File: config.mk
export PLATFORM = sky130hd
export DESIGN_NAME = bayer_mosaic
export DESIGN_NICKNAME = d
export VERILOG_FILES = /design/src/rtl/bayer_mosaic.sv
export SDC_FILE = /design/constraint.sdc
export NUM_CORES = 1
export LEC_CHECK = 0
export CAP_MARGIN = 20
export CORE_MARGIN = 4
export CORE_UTILIZATION = 51
export CTS_BUF_LIST = sky130_fd_sc_hd__clkbuf_4
export CTS_CLUSTER_DIAMETER = 150
export DETAILED_ROUTE_END_ITERATION = 16
export PLACE_DENSITY = 0.91
export RECOVER_POWER = 100
export SYNTH_ARGS = -nofsm -noshare
export SYNTH_HDL_FRONTEND = slang
export SYNTH_SLANG_ARGS = --single-unit
File: constraint.sdc
create_clock -name iCLK -period 5.4 [get_ports iCLK]
set_input_delay 1.62 -clock iCLK [delete_from_list [all_inputs] [get_ports iCLK]]
set_output_delay 1.62 -clock iCLK [all_outputs]
set_load 0.01 [all_outputs]
File: src/rtl/bayer_mosaic.sv
// Converts an RGB pixel stream into a single-channel RAW Bayer mosaic stream,
// tracking frame position and flagging incomplete or over-long frames.
module bayer_mosaic #(
  parameter int         H_ACTIVE = 1280,
  parameter int         V_ACTIVE = 1024,
  parameter logic [1:0] PATTERN  = 2'd1
) (
  input  logic        iCLK,
  input  logic        iRST,
  input  logic        iFVAL,
  input  logic        iDVAL,
  input  logic [11:0] iRed,
  input  logic [11:0] iGreen,
  input  logic [11:0] iBlue,
  output logic [11:0] oDATA,
  output logic        oDVAL,
  output logic [10:0] oX_Cont,
  output logic [10:0] oY_Cont,
  output logic        oFRAME_DONE,
  output logic        oERR
);

  localparam int          DATA_W = 12;
  localparam logic [10:0] X_LAST = 11'(H_ACTIVE - 1);
  localparam logic [10:0] Y_LAST = 11'(V_ACTIVE - 1);
  localparam logic [1:0]  CH_R   = 2'd0;
  localparam logic [1:0]  CH_G   = 2'd1;
  localparam logic [1:0]  CH_B   = 2'd2;

  typedef enum logic [1:0] {IDLE, ACTIVE, DONE} state_t;

  // Colour order packed site3..site0 so the site index selects a 2-bit field.
  function automatic logic [1:0] siteChannel(input logic [1:0] pat, input logic [1:0] site);
    logic [7:0] order;
    case (pat)
      2'd0:    order = {CH_B, CH_G, CH_G, CH_R};
      2'd1:    order = {CH_G, CH_B, CH_R, CH_G};
      2'd2:    order = {CH_G, CH_R, CH_B, CH_G};
      default: order = {CH_R, CH_G, CH_G, CH_B};
    endcase
    return order[{site, 1'b0} +: 2];
  endfunction

  function automatic logic [DATA_W-1:0] pickSample(input logic [1:0] ch,
                                                    input logic [DATA_W-1:0] r,
                                                    input logic [DATA_W-1:0] g,
                                                    input logic [DATA_W-1:0] b);
    case (ch)
      CH_R:    return r;
      CH_G:    return g;
      default: return b;
    endcase
  endfunction

  state_t      state, stateNext;
  logic        fvalPrev;
  logic        errSent, errSentNext;
  logic [10:0] xCnt, yCnt, xNext, yNext;

  logic              fvalRise;
  logic              lastPix;
  logic              vld_p0;
  logic              frameDone_p0;
  logic              err_p0;
  logic [DATA_W-1:0] pix_p0;

  assign fvalRise = iFVAL & ~fvalPrev;
  assign lastPix  = (xCnt == X_LAST) && (yCnt == Y_LAST);
  assign pix_p0   = pickSample(siteChannel(PATTERN, {yCnt[0], xCnt[0]}), iRed, iGreen, iBlue);

  // Stage p0: acceptance decision, counter advance and next state
  always_comb begin
    stateNext    = state;
    xNext        = xCnt;
    yNext        = yCnt;
    errSentNext  = errSent;
    vld_p0       = 1'b0;
    frameDone_p0 = 1'b0;
    err_p0       = 1'b0;
    case (state)
      IDLE: begin
        xNext       = '0;
        yNext       = '0;
        errSentNext = 1'b0;
        if (fvalRise) begin
          stateNext = ACTIVE;
          vld_p0    = iDVAL;
        end
      end
      ACTIVE: begin
        if (!iFVAL) begin
          // A final pixel arriving with the falling edge still completes the frame.
          if (iDVAL && lastPix) begin
            vld_p0 = 1'b1;
          end else begin
            err_p0    = 1'b1;
            stateNext = IDLE;
            xNext     = '0;
            yNext     = '0;
          end
        end else begin
          vld_p0 = iDVAL;
        end
      end
      DONE: begin
        if (!iFVAL) begin
          stateNext = IDLE;
        end else if (iDVAL && !errSent) begin
          err_p0      = 1'b1;
          errSentNext = 1'b1;
        end
      end
      default: stateNext = IDLE;
    endcase

    if (vld_p0) begin
      if (lastPix) begin
        frameDone_p0 = 1'b1;
        xNext        = '0;
        yNext        = '0;
        stateNext    = iFVAL ? DONE : IDLE;
      end else if (xCnt == X_LAST) begin
        xNext = '0;
        yNext = yCnt + 11'd1;
      end else begin
        xNext = xCnt + 11'd1;
      end
    end
  end

  always_ff @(posedge iCLK or negedge iRST) begin
    if (!iRST) begin
      state    <= IDLE;
      fvalPrev <= 1'b0;
      errSent  <= 1'b0;
      xCnt     <= '0;
      yCnt     <= '0;
    end else begin
      state    <= stateNext;
      fvalPrev <= iFVAL;
      errSent  <= errSentNext;
      xCnt     <= xNext;
      yCnt     <= yNext;
    end
  end

  // Stage p1: registered outputs; data and position hold between valid pixels
  always_ff @(posedge iCLK or negedge iRST) begin
    if (!iRST) begin
      oDVAL       <= 1'b0;
      oFRAME_DONE <= 1'b0;
      oERR        <= 1'b0;
      oDATA       <= '0;
      oX_Cont     <= '0;
      oY_Cont     <= '0;
    end else begin
      oDVAL       <= vld_p0;
      oFRAME_DONE <= frameDone_p0;
      oERR        <= err_p0;
      if (vld_p0) begin
        oDATA   <= pix_p0;
        oX_Cont <= xCnt;
        oY_Cont <= yCnt;
      end
    end
  end

endmodule

# Word level (Yosys, flattened, before mapping)
# Index checks and enable logic that the tools add are counted.
[op_classes]
n_bitwise = 2
add_sub_neg = 2
mux = 35
reduce_logical = 10
magnitude_cmp = 0
n_shift = 1
n_mul = 0
n_eq_ne = 9
div_mod_pow = 0
[op_table]
columns = ["op", "n"]
rows = [
  ["11-bit two-way mux", 10],
  ["11-bit case mux with 2 select lines", 2],
  ["12-bit case mux with 2 select lines", 1],
  ["11-bit by 1-bit adder with 11-bit output (second input constant)", 2],
  ["2-bit two-way mux", 7],
  ["11-bit by 10-bit == test with 1-bit output (second input constant)", 1],
  ["11-bit == test (second input constant)", 1],
  ["1-bit two-way mux", 11],
  ["8-bit by 4-bit variable part select with 2-bit output (first input constant)", 1],
  ["3-bit != test (second input constant)", 2],
  ["1-bit case mux with 2 select lines", 3],
  ["2-bit case mux with 3 select lines", 1],
  ["3-bit AND reduction", 2],
  ["2-bit by 1-bit == test with 1-bit output (second input constant)", 2],
  ["2-bit zero test", 2],
  ["2-bit != test (second input constant)", 2],
  ["1-bit logical AND", 3],
  ["3-bit nonzero test", 1],
  ["2-bit == test (second input constant)", 1],
  ["2-bit nonzero test", 1],
  ["1-bit AND", 1],
  ["1-bit zero test", 1],
  ["1-bit inverter", 1],
]
[word_totals]
elab_cells = 70
regBits = 63
mem_bits_ro = 0
latchBits = 0
out_inout_bits = 37
ram_bits = 0
in_bits = 40
memories = 0

# Depth between registers and ports, before layout
# Gate-level depths: netlist of the first run.
[logic_depth]
ltp_word = 9
ltp_mapped = 9
ltp_nobuf = 7

# Worst setup path after synthesis of the first run
# OpenSTA, ideal clock, no wires.
[synth_timing]
path_type = "input -> register"
startpoint = "in iDVAL"
endpoint = "reg oX_Cont[1]"
stages = 6
setup_ns = 0.125
t_required_ns = 5.275
arrival_ns = 2.875
path_buffers = 3
setup_slack_ns = 2.400
cell_sequence = "clkbuf_1 > o21ai_0 > o31a_1 > buf_6 > buf_6 > mux2_4"
[synth_between]
elab_chain_len = 4
word_cells_on_any_way = 5
classes_between = "4 x mux; 1 x reduce/logical"
[synth_rtl]
columns = ["element", "line_no", "source"]
rows = [
  ["from (decl)", "11", "input logic iDVAL,"],
  ["1-bit logical AND", "93", "if (iDVAL && lastPix) begin"],
  ["1-bit two-way mux", "93", ""],
  ["1-bit two-way mux", "91", "if (!iFVAL) begin"],
  ["1-bit case mux with 2 select lines *", "80", "case (state)"],
  ["to (signal assigned)", "162", "oX_Cont <= xCnt;"],
  ["to (decl)", "17", "output logic [10:0] oX_Cont,"],
]
# Mark *: on every way between the ends. The rest lies on a longest branch, timed or not.
# A chain may end at the register's enable or synchronous reset.

# Worst setup path in the final report of the first run
[layout_timing]
startpoint = "in iFVAL"
endpoint = "reg oX_Cont[6]"
[layout_between]
elab_chain_len = 3
word_cells_on_any_way = 4
classes_between = "3 x mux; 1 x bitwise"
[layout_rtl]
columns = ["element", "line_no", "source"]
rows = [
  ["from (decl)", "10", "input logic iFVAL,"],
  ["1-bit AND", "67", "assign fvalRise = iFVAL & ~fvalPrev;"],
  ["1-bit two-way mux", "85", "if (fvalRise) begin"],
  ["1-bit case mux with 2 select lines *", "80", ""],
]
# Marks and branches as above.

==> results.yml, run 1 <==
outcome:
  status: "complete, no violations"
place:
  dpl-instance-area_um2: 4000
  gp_congestion: 0.931
  dp_hpwl_um: 5450
  dp_slack_ps: 1280
  numPortBuffers: 76
finish:
  stdcell_area_um2: 4070
  fin_nets: 441
  drive_gt1_frac: 0.0578
  area_growth_pct: 27.6
  n_antenna_cell: 0
floorplan:
  die-area_um2: 7580
  die_h_um: 87.1
  initial_core_util: 0.532
  rows: 28
  io_pins: 77
  core_area_um2: 5990
  die_x_um: 87.1
timing:
  fmax_ghz: 0.239
  skew_ps: 12.8
  rsz0062_at_grt: "no"
  final.period_utilization: 0.775
  tightestPinTransition_ps: 773
  setup_viol: 0
  setup_tns_ps: 0
  fin_crit_ps: 4190
  drv_slew: 0
  slew_headroom: 0.485
  holdWs_ps: 485
  hold_viol: 0
  setup_ws_ps: 1210
synth:
  synth_area_leader_cell: "dfrtp_1"
  synthCells: 318
  synth_ff_type: "dfrtp_1"
  synth_area_um2: 3190
  avgSynthCellArea_um2: 10.0
  synth-edff-count: 0
  async_flop_share: 1.00
  yosys_warnings: 0
  ys_top_cells_by_count: "63 x dfrtp_1, 32 x nand2_1, 26 x nor2_1"
  ys_types: 49
  ys_ff_latch: 63
  synth.area.top_cells: "dfrtp_1 49%, mux2_4 7.5%, nand2_1 3.8%, a21oi_1 3.1%, ha_1 3.1%"
  syn_nets: 366
  yosysMostFrequentCell: "dfrtp_1"
  yosysTopAreaCellShare: 0.495
  ys_seq_area_frac: 0.495
setup_path:
  crit_buf_inv: 3
  cp.arrival_ps: 4470
  end_kind: "register"
  crit_chain: "dlygate4sd3_1, and3b_1, o211ai_1, clkbuf_1, o31a_1, buf_12, mux2_1"
  critPathTopFamily: "buffers and inverters"
  crit_required_ps: 5680
  slowest_stage: "dlygate4sd3_1"
  startpoint_type: "input pin"
  crit_type: "in2reg"
  slowest_delay_ps: 700
  worst-path-max-fanout: 41
clock_tree:
  clk_root_buffer_cell: "clkbuf_4"
  cts_setup_buffers: 0
  clk_pin_slew_ps: 100
  cts_sinks: 63
  cts.path.max_buffers: 2
  insertion_delay_ps: 400
  cts_buffers: 9
  h-tree-depth: 3
  hold_buffers: 0
  cts.repair.resized: 0
  cts_tree: "built"
global_route:
  antenna_found_initial: 0
  grt_pass1_vias: 2709
  grt_max_degree: 64
  grt_usage: 0.209
  grt_pass1_wl_um: 12300
  overflow: 0
min_path:
  min_path_type: "reg2reg"
detailed_routing:
  drcViolationCount: 0
  via_per_inst: 5.70
  ant_nets: 0
  vias: 2698
  totalWireLength_um: 7330
  first_pass_iters: 4
  drt_iter0_markers: 293
  routedWlPerCell_um: 15.5
power_and_ir_drop:
  cellLeakagePower_nw: 1.89
  ir_drop_mv: 0.190
  total_power_mw: 1.23
  power.density_nw_per_um2: 302
job:
  maxCapViolations: 0
[final cells by class]
cell class / instances / area (um^2)
Timing Repair Buffer: 79 / 787
Sequential cell: 63 / 1580
Clock inverter: 6 / 61.3
Fill cell: 456 / 1920
Inverter: 10 / 37.5
Tap cell: 75 / 93.8
Clock buffer: 10 / 75.1
Multi-Input combinational cell: 230 / 1440
[tightest hold or removal path: stages, from the launching register on]
cell     delay [ps]
dfrtp_1         350
nand2_1          40
o21ai_0          60
[worst paths after layout]
check | end | slack (ps) | startpoint | depth (start not counted)
worst max register to register | oX_Cont[6] | 2440 | state[0] | 8
worst min register to register | oDATA[10] | 490 | oDATA[10] | 2
min in group asynchronous | xCnt[6] | 1370 | iRST | 2
max in group asynchronous | oERR | 3520 | iRST | 2
worst max-delay path | oX_Cont[6] | 1210 | iFVAL | 7
worst min-delay path | oDATA[10] | 490 | oDATA[10] | 2
[placed cells by master (no fill, tap or decap), drive strengths merged, types with 3 or more instances in the layout]
cell type | Yosys | final
nand4 | 3 | 3
and3 | 3 | 3
mux2 | 19 | 19
or3 | 3 | 3
nand2 | 32 | 32
o21ai | 34 | 34
nor2 | 26 | 26
xnor2 | 3 | 3
buf | 3 | 3
ha | 8 | 8
dlygate4sd3 | 0 | 38
a31oi | 7 | 7
inv | 10 | 10
nor3 | 7 | 7
dfrtp | 63 | 63
nand3 | 13 | 13
a22o | 3 | 3
a22oi | 12 | 12
clkinv | 0 | 4
a21oi | 20 | 20
clkdlybuf4s50 | 0 | 37
clkbuf | 12 | 11
nor4 | 4 | 4
[logic make-up (layout without fill, tap and decap cells)]
logic type      Yosys count  count (layout)  share of synthesized area
compound gates           90              90                      0.170
xor+xnor                  4               4                     0.0110
fa+ha+maj                 8               8                     0.0314
buf+inv                  25             105                     0.0365
flops                    63              63                      0.495
mux                      21              21                     0.0922
simple gates            107             107                      0.164
[flip-flops by register name (all words and copies together), names as in the netlist]
name,flops
state,2
oY_Cont,11
oX_Cont,11
xCnt,11
fvalPrev,1
oERR,1
oDATA,12
oFRAME_DONE,1
yCnt,11
oDVAL,1
errSent,1
[power by group]
part | internal (mW) | total (mW) | switching, mW
Sequential | 0.524 | 0.555 | 0.0308
Combinational | 0.162 | 0.358 | 0.197
Clock | 0.145 | 0.313 | 0.168
[layer usage]
metal	track usage	vias up	wire, um
li1	-	1302	-
met1	0.246	1269	3020
met2	0.339	111	3420
met3	0.0833	16	707
met4	0.0850	0	177
met5	0	-	0
[per-stage QoR]
| stage | util | cells |
|---|---|---|
| floorplan | - | 318 |
| global placement | 0.667 | 457 |
| detailed placement | 0.667 | 457 |
| CTS | 0.690 | 473 |
| global route | 0.679 | 473 |
| finish | 0.679 | 473 |
No activity file was read; power rests on OpenSTA's default activity.
==> inputs of run 2 (changes only) <==
Settings changed: CORE_UTILIZATION 51 to 46, PLACE_DENSITY 0.91 to 0.87.
Clock period 5.4 ns to 3.6 ns, I/O delays scaled along.
==> run 2 against run 1 <==
Compared with the run above:
- first-iteration DRC count increased by 4.1%
- clock-buffer cell count increased by 1
- register-to-register slack got worse by 1700 ps
- clock power increased by 22%
- critical path type unchanged
- critical endpoint is now xCnt[5]
- highest routed layer unchanged
==> results.yml, run 2 (synthesis results as in run 1) <==
outcome:
  status: "complete, no violations"
floorplan:
  die_x_um: 91.3
  core_area_um2: 6760
  io_pins: 77
  rows: 30
  initial_core_util: 0.472
  die_h_um: 91.3
  die-area_um2: 8330
setup_path:
  crit_chain: "dlygate4sd3_1, clkbuf_1, o211ai_1, clkbuf_1, nor2_1, o21ai_0, a31oi_1"
  slowest_stage: "dlygate4sd3_1"
  critPathTopFamily: "buffers and inverters"
  worst-path-max-fanout: 12
  cp.arrival_ps: 3370
  end_kind: "register"
  crit_buf_inv: 3
  path_common_cell: "clkbuf_1"
  startpoint_type: "input pin"
  crit_type: "in2reg"
  slowest_delay_ps: 560
  crit_required_ps: 3930
finish:
  fin_nets: 444
  multiInputGateArea_um2: 1430
  fin_util: 0.599
  layout_common_cells: "63 x dfrtp_1, 38 x dlygate4sd3_1, 37 x clkdlybuf4s50_1"
  area_growth_pct: 27.0
  nFillCells: 591
  regArea_um2: 1580
  final_common_cell: "dfrtp_1"
  top_register: "oDATA"
  largest_reg_flops: 12
  drive_gt1_frac: 0.0426
  n_antenna_cell: 0
timing:
  skew_ps: 9.67
  slew_headroom: 0.160
  drv_slew: 0
  fin_crit_ps: 3040
  hold_viol: 0
  holdWs_ps: 481
  setup_viol: 0
  fmax_ghz: 0.329
  final.period_utilization: 0.843
  rsz0062_at_grt: "no"
  setup_tns_ps: 0
  tightestPinTransition_ps: 1250
detailed_routing:
  via_per_inst: 5.66
  drcViolationCount: 0
  first_pass_iters: 4
  drt_iter0_markers: 305
  routedWlPerCell_um: 15.4
  ant_nets: 0
  totalWireLength_um: 7380
  vias: 2712
power_and_ir_drop:
  cellLeakagePower_nw: 1.87
  ir_drop_mv: 0.235
  power.density_nw_per_um2: 433
global_route:
  busiest_layer: "met2"
  grt_pass1_vias: 2629
  overflow: 0
  grt_use_met1: 0.242
  grt_max_degree: 47
  gr-usage-met3: 0.0787
  grt_pass1_wl_um: 12400
  use_met2: 0.283
  antenna_found_initial: 0
  grt_usage: 0.187
clock_tree:
  h-tree-depth: 3
  insertion_delay_ps: 410
  cts.repair.resized: 0
  clk_pin_slew_ps: 100
  cts_buffers: 9
  cts.path.max_buffers: 2
  cts_tree: "built"
  cts_setup_buffers: 0
  clk_root_buffer_cell: "clkbuf_4"
  cts_sinks: 63
  hold_buffers: 0
place:
  dp_hpwl_um: 5440
  numPortBuffers: 76
  gp_congestion: 0.895
job:
  maxCapViolations: 0
min_path:
  min_path_type: "reg2reg"
## run 2: final timing paths
| kind | startpoint | endpoint | slack, ps | depth (start not counted) |
|---|---|---|---|---|
| max in group asynchronous | iRST | oX_Cont[10] | 1960 | 3 |
| min reg2reg | oDATA[10] | oDATA[10] | 480 | 2 |
| min | oDATA[10] | oDATA[10] | 480 | 2 |
| min in group asynchronous | iRST | oY_Cont[9] | 520 | 1 |
| max reg2reg | xCnt[8] | state[0] | 720 | 5 |
| max | iFVAL | xCnt[5] | 560 | 7 |
## run 2: stage by stage
step	area [um^2]	total power, mW	setup WS (ps)	cells
after floorplan	3190	1.16	1140	318
after global placement	4020	1.42	549	464
after detailed placement	4020	1.43	458	464
after CTS	4110	1.82	914	478
after global routing	4050	1.88	437	479
final	4050	1.75	564	479
## run 2: area by class of cell
| cell class | instances | area share |
|---|---|---|
| clock inverter | 3 | 0.00309 |
| clock buffer | 11 | 0.0204 |
| tap | 80 | 0.0247 |
| timing repair buffer | 82 | 0.200 |
| multi-input combinational | 230 | 0.353 |
| sequential | 63 | 0.389 |
| inverter | 10 | 0.00927 |
## run 2: report_power, final
group | switching, mW | internal (mW) | leakage [nW] | total, mW
Sequential | 0.0458 | 0.786 | 0.858 | 0.832
Combinational | 0.295 | 0.244 | 0.957 | 0.539
Clock | 0.238 | 0.145 | 0.0577 | 0.383
## run 2: per-layer routing
| layer | vias to the layer above | wire, um |
|---|---|---|
| met3 | 12 | 751 |
| met5 | - | 0 |
| met1 | 1267 | 3130 |
| li1 | 1307 | - |
| met4 | 0 | 131 |
| met2 | 126 | 3370 |
## run 2: tightest hold or removal path: stages, from the launching register on
cell     delay [ps]
dfrtp_1         350
nand2_1          40
o21ai_0          60
==> inputs of run 3 (changes only) <==
Settings changed: CORE_UTILIZATION 46 to 51, PLACE_DENSITY 0.87 to 0.91.
Clock period 3.6 ns to 2.85 ns, I/O delays scaled along.
==> run 3 against run 2 <==
Compared with the run above:
- sequential power is 26% higher
- final cell count is 0.63% higher
- routed wire length is 0.99% higher
- sequential share of layout area is 0.37 points lower
- design area is 0.96% higher
- via count is 0.37% higher
- utilization is 8.3 points higher
- clock skew is 6.0 ps higher
- die area is 9.0% lower
- first-iteration DRC count is 33% lower
- critical path type unchanged
==> results.yml, run 3 (synthesis results as in run 1) <==
job:
  maxCapViolations: 0
detailed_routing:
  first_pass_iters: 4
  totalWireLength_um: 7450
  via_per_inst: 5.65
  routedWlPerCell_um: 15.5
  drcViolationCount: 0
  drt_iter0_markers: 205
  vias: 2722
  ant_nets: 0
finish:
  drive_gt1_frac: 0.0614
  stdcell_area_um2: 4090
  fin_nets: 450
  top_register: "oDATA"
  final_common_cell: "dfrtp_1"
  n_antenna_cell: 0
  fin_util: 0.682
  layout_common_cells: "63 x dfrtp_1, 38 x dlygate4sd3_1, 37 x clkdlybuf4s50_1"
  area_growth_pct: 28.2
  stdcell_count: 482
  largest_reg_flops: 12
setup_path:
  timing.rr.start: "xCnt[8]"
  crit_required_ps: 3180
  reg2regPathDepth: 5
  timing.reg2reg.setup_slack_ps: 400
  worst-path-max-fanout: 12
  crit_type: "in2reg"
  crit_chain: "dlygate4sd3_1, clkbuf_1, o211ai_1, buf_4, nor2_1, clkbuf_1, o21ai_0, a31oi_1"
  slowest_stage: "dlygate4sd3_1"
  slowest_delay_ps: 570
  startpoint_type: "input pin"
  cp.arrival_ps: 2910
  end_kind: "register"
  rr_endpoint: "oX_Cont[4]"
  path_common_cell: "clkbuf_1"
clock_tree:
  insertion_delay_ps: 400
  clk_root_buffer_cell: "clkbuf_4"
  cts_tree: "built"
  clk_pin_slew_ps: 100
  cts_setup_buffers: 0
  cts_buffers: 9
  cts.repair.resized: 0
  cts_sinks: 63
  cts.path.max_buffers: 2
  h-tree-depth: 3
  hold_buffers: 0
floorplan:
  io_pins: 77
  die-area_um2: 7580
  core_area_um2: 5990
  die_h_um: 87.1
  rows: 28
  initial_core_util: 0.532
  die_x_um: 87.1
timing:
  rsz0062_at_grt: "no"
  slew_headroom: 0.207
  fmax_ghz: 0.387
  tightestPinTransition_ps: 1190
  setup_tns_ps: 0
  drv_slew: 0
  setup_ws_ps: 268
  fin_crit_ps: 2580
  setup_viol: 0
  final.period_utilization: 0.906
  hold_viol: 0
  holdWs_ps: 485
  skew_ps: 15.6
outcome:
  status: "complete, no violations"
global_route:
  overflow: 0
  grt_pass1_vias: 2733
  grt_pass1_wl_um: 12800
  grt_max_degree: 42
  antenna_found_initial: 0
  grt_usage: 0.216
place:
  dpl-instance-area_um2: 4060
  gp_congestion: 0.896
  dp_cells: 466
  numPortBuffers: 76
  dp_hpwl_um: 5710
  dp_slack_ps: 160
min_path:
  holdPathStages: 2
  min_path_type: "reg2reg"
  hold_end: "oDATA[9]"
  worst_hold_startpoint: "oDATA[9]"
power_and_ir_drop:
  power.internal_mw: 1.50
  power.density_nw_per_um2: 550
  pwr-share-seq: 0.468
  total_power_mw: 2.25
  cellLeakagePower_nw: 1.89
  combPwrFrac: 0.312
  ir_drop_mv: 0.376
  switching_share: 0.331
  p_clk_frac: 0.220
  switching_power_mw: 0.743
run 3: critical path, delay by kind of cell:
| kind | cells | cell delay, ps |
|---|---|---|
| buf+inv | 4 | 1400 |
| compound gates | 3 | 510 |
| simple gates | 1 | 140 |
run 3: per-layer routing:
layer / share of wire / up-vias / GRT usage / wire length [um]
met5: 0 / - / 0 / 0
met4: 0.019 / 0 / 0.0793 / 140
met2: 0.47 / 99 / 0.349 / 3520
li1: - / 1326 / - / -
met3: 0.10 / 13 / 0.0823 / 748
met1: 0.41 / 1284 / 0.261 / 3040
run 3: worst max path at each step:
stage	start	to	slack [ps]	cells after the start
detailed placement	iFVAL	oY_Cont[1]	160	6
global placement	iFVAL	oY_Cont[3]	180	6
global route	iFVAL	xCnt[5]	140	8
CTS	xCnt[8]	oY_Cont[3]	400	5
floorplan	xCnt[8]	oX_Cont[1]	590	6
finish	iFVAL	xCnt[5]	270	8
run 3: power by group through the flow:
| stage | registers, mW | clock network [mW] | logic [mW] |
|---|---|---|---|
| 6_report | 1.05 | 0.494 | 0.700 |
| 2_1_floorplan | 1.11 | 0 | 0.352 |
| 3_3_place_gp | 1.06 | 0 | 0.750 |
| 5_1_grt | 1.07 | 0.555 | 0.784 |
| 4_1_cts | 1.06 | 0.511 | 0.773 |
| 3_5_place_dp | 1.07 | 0 | 0.769 |
run 3: final cells by class:
cell class / count / area, um^2
clock inverters: 5 / 25.0
flip-flops and latches: 63 / 1580
fillers: 486 / 1900
clock buffers: 11 / 82.6
inverters: 10 / 37.5
repair buffers: 88 / 831
multi-input cells: 230 / 1440
well taps: 75 / 93.8
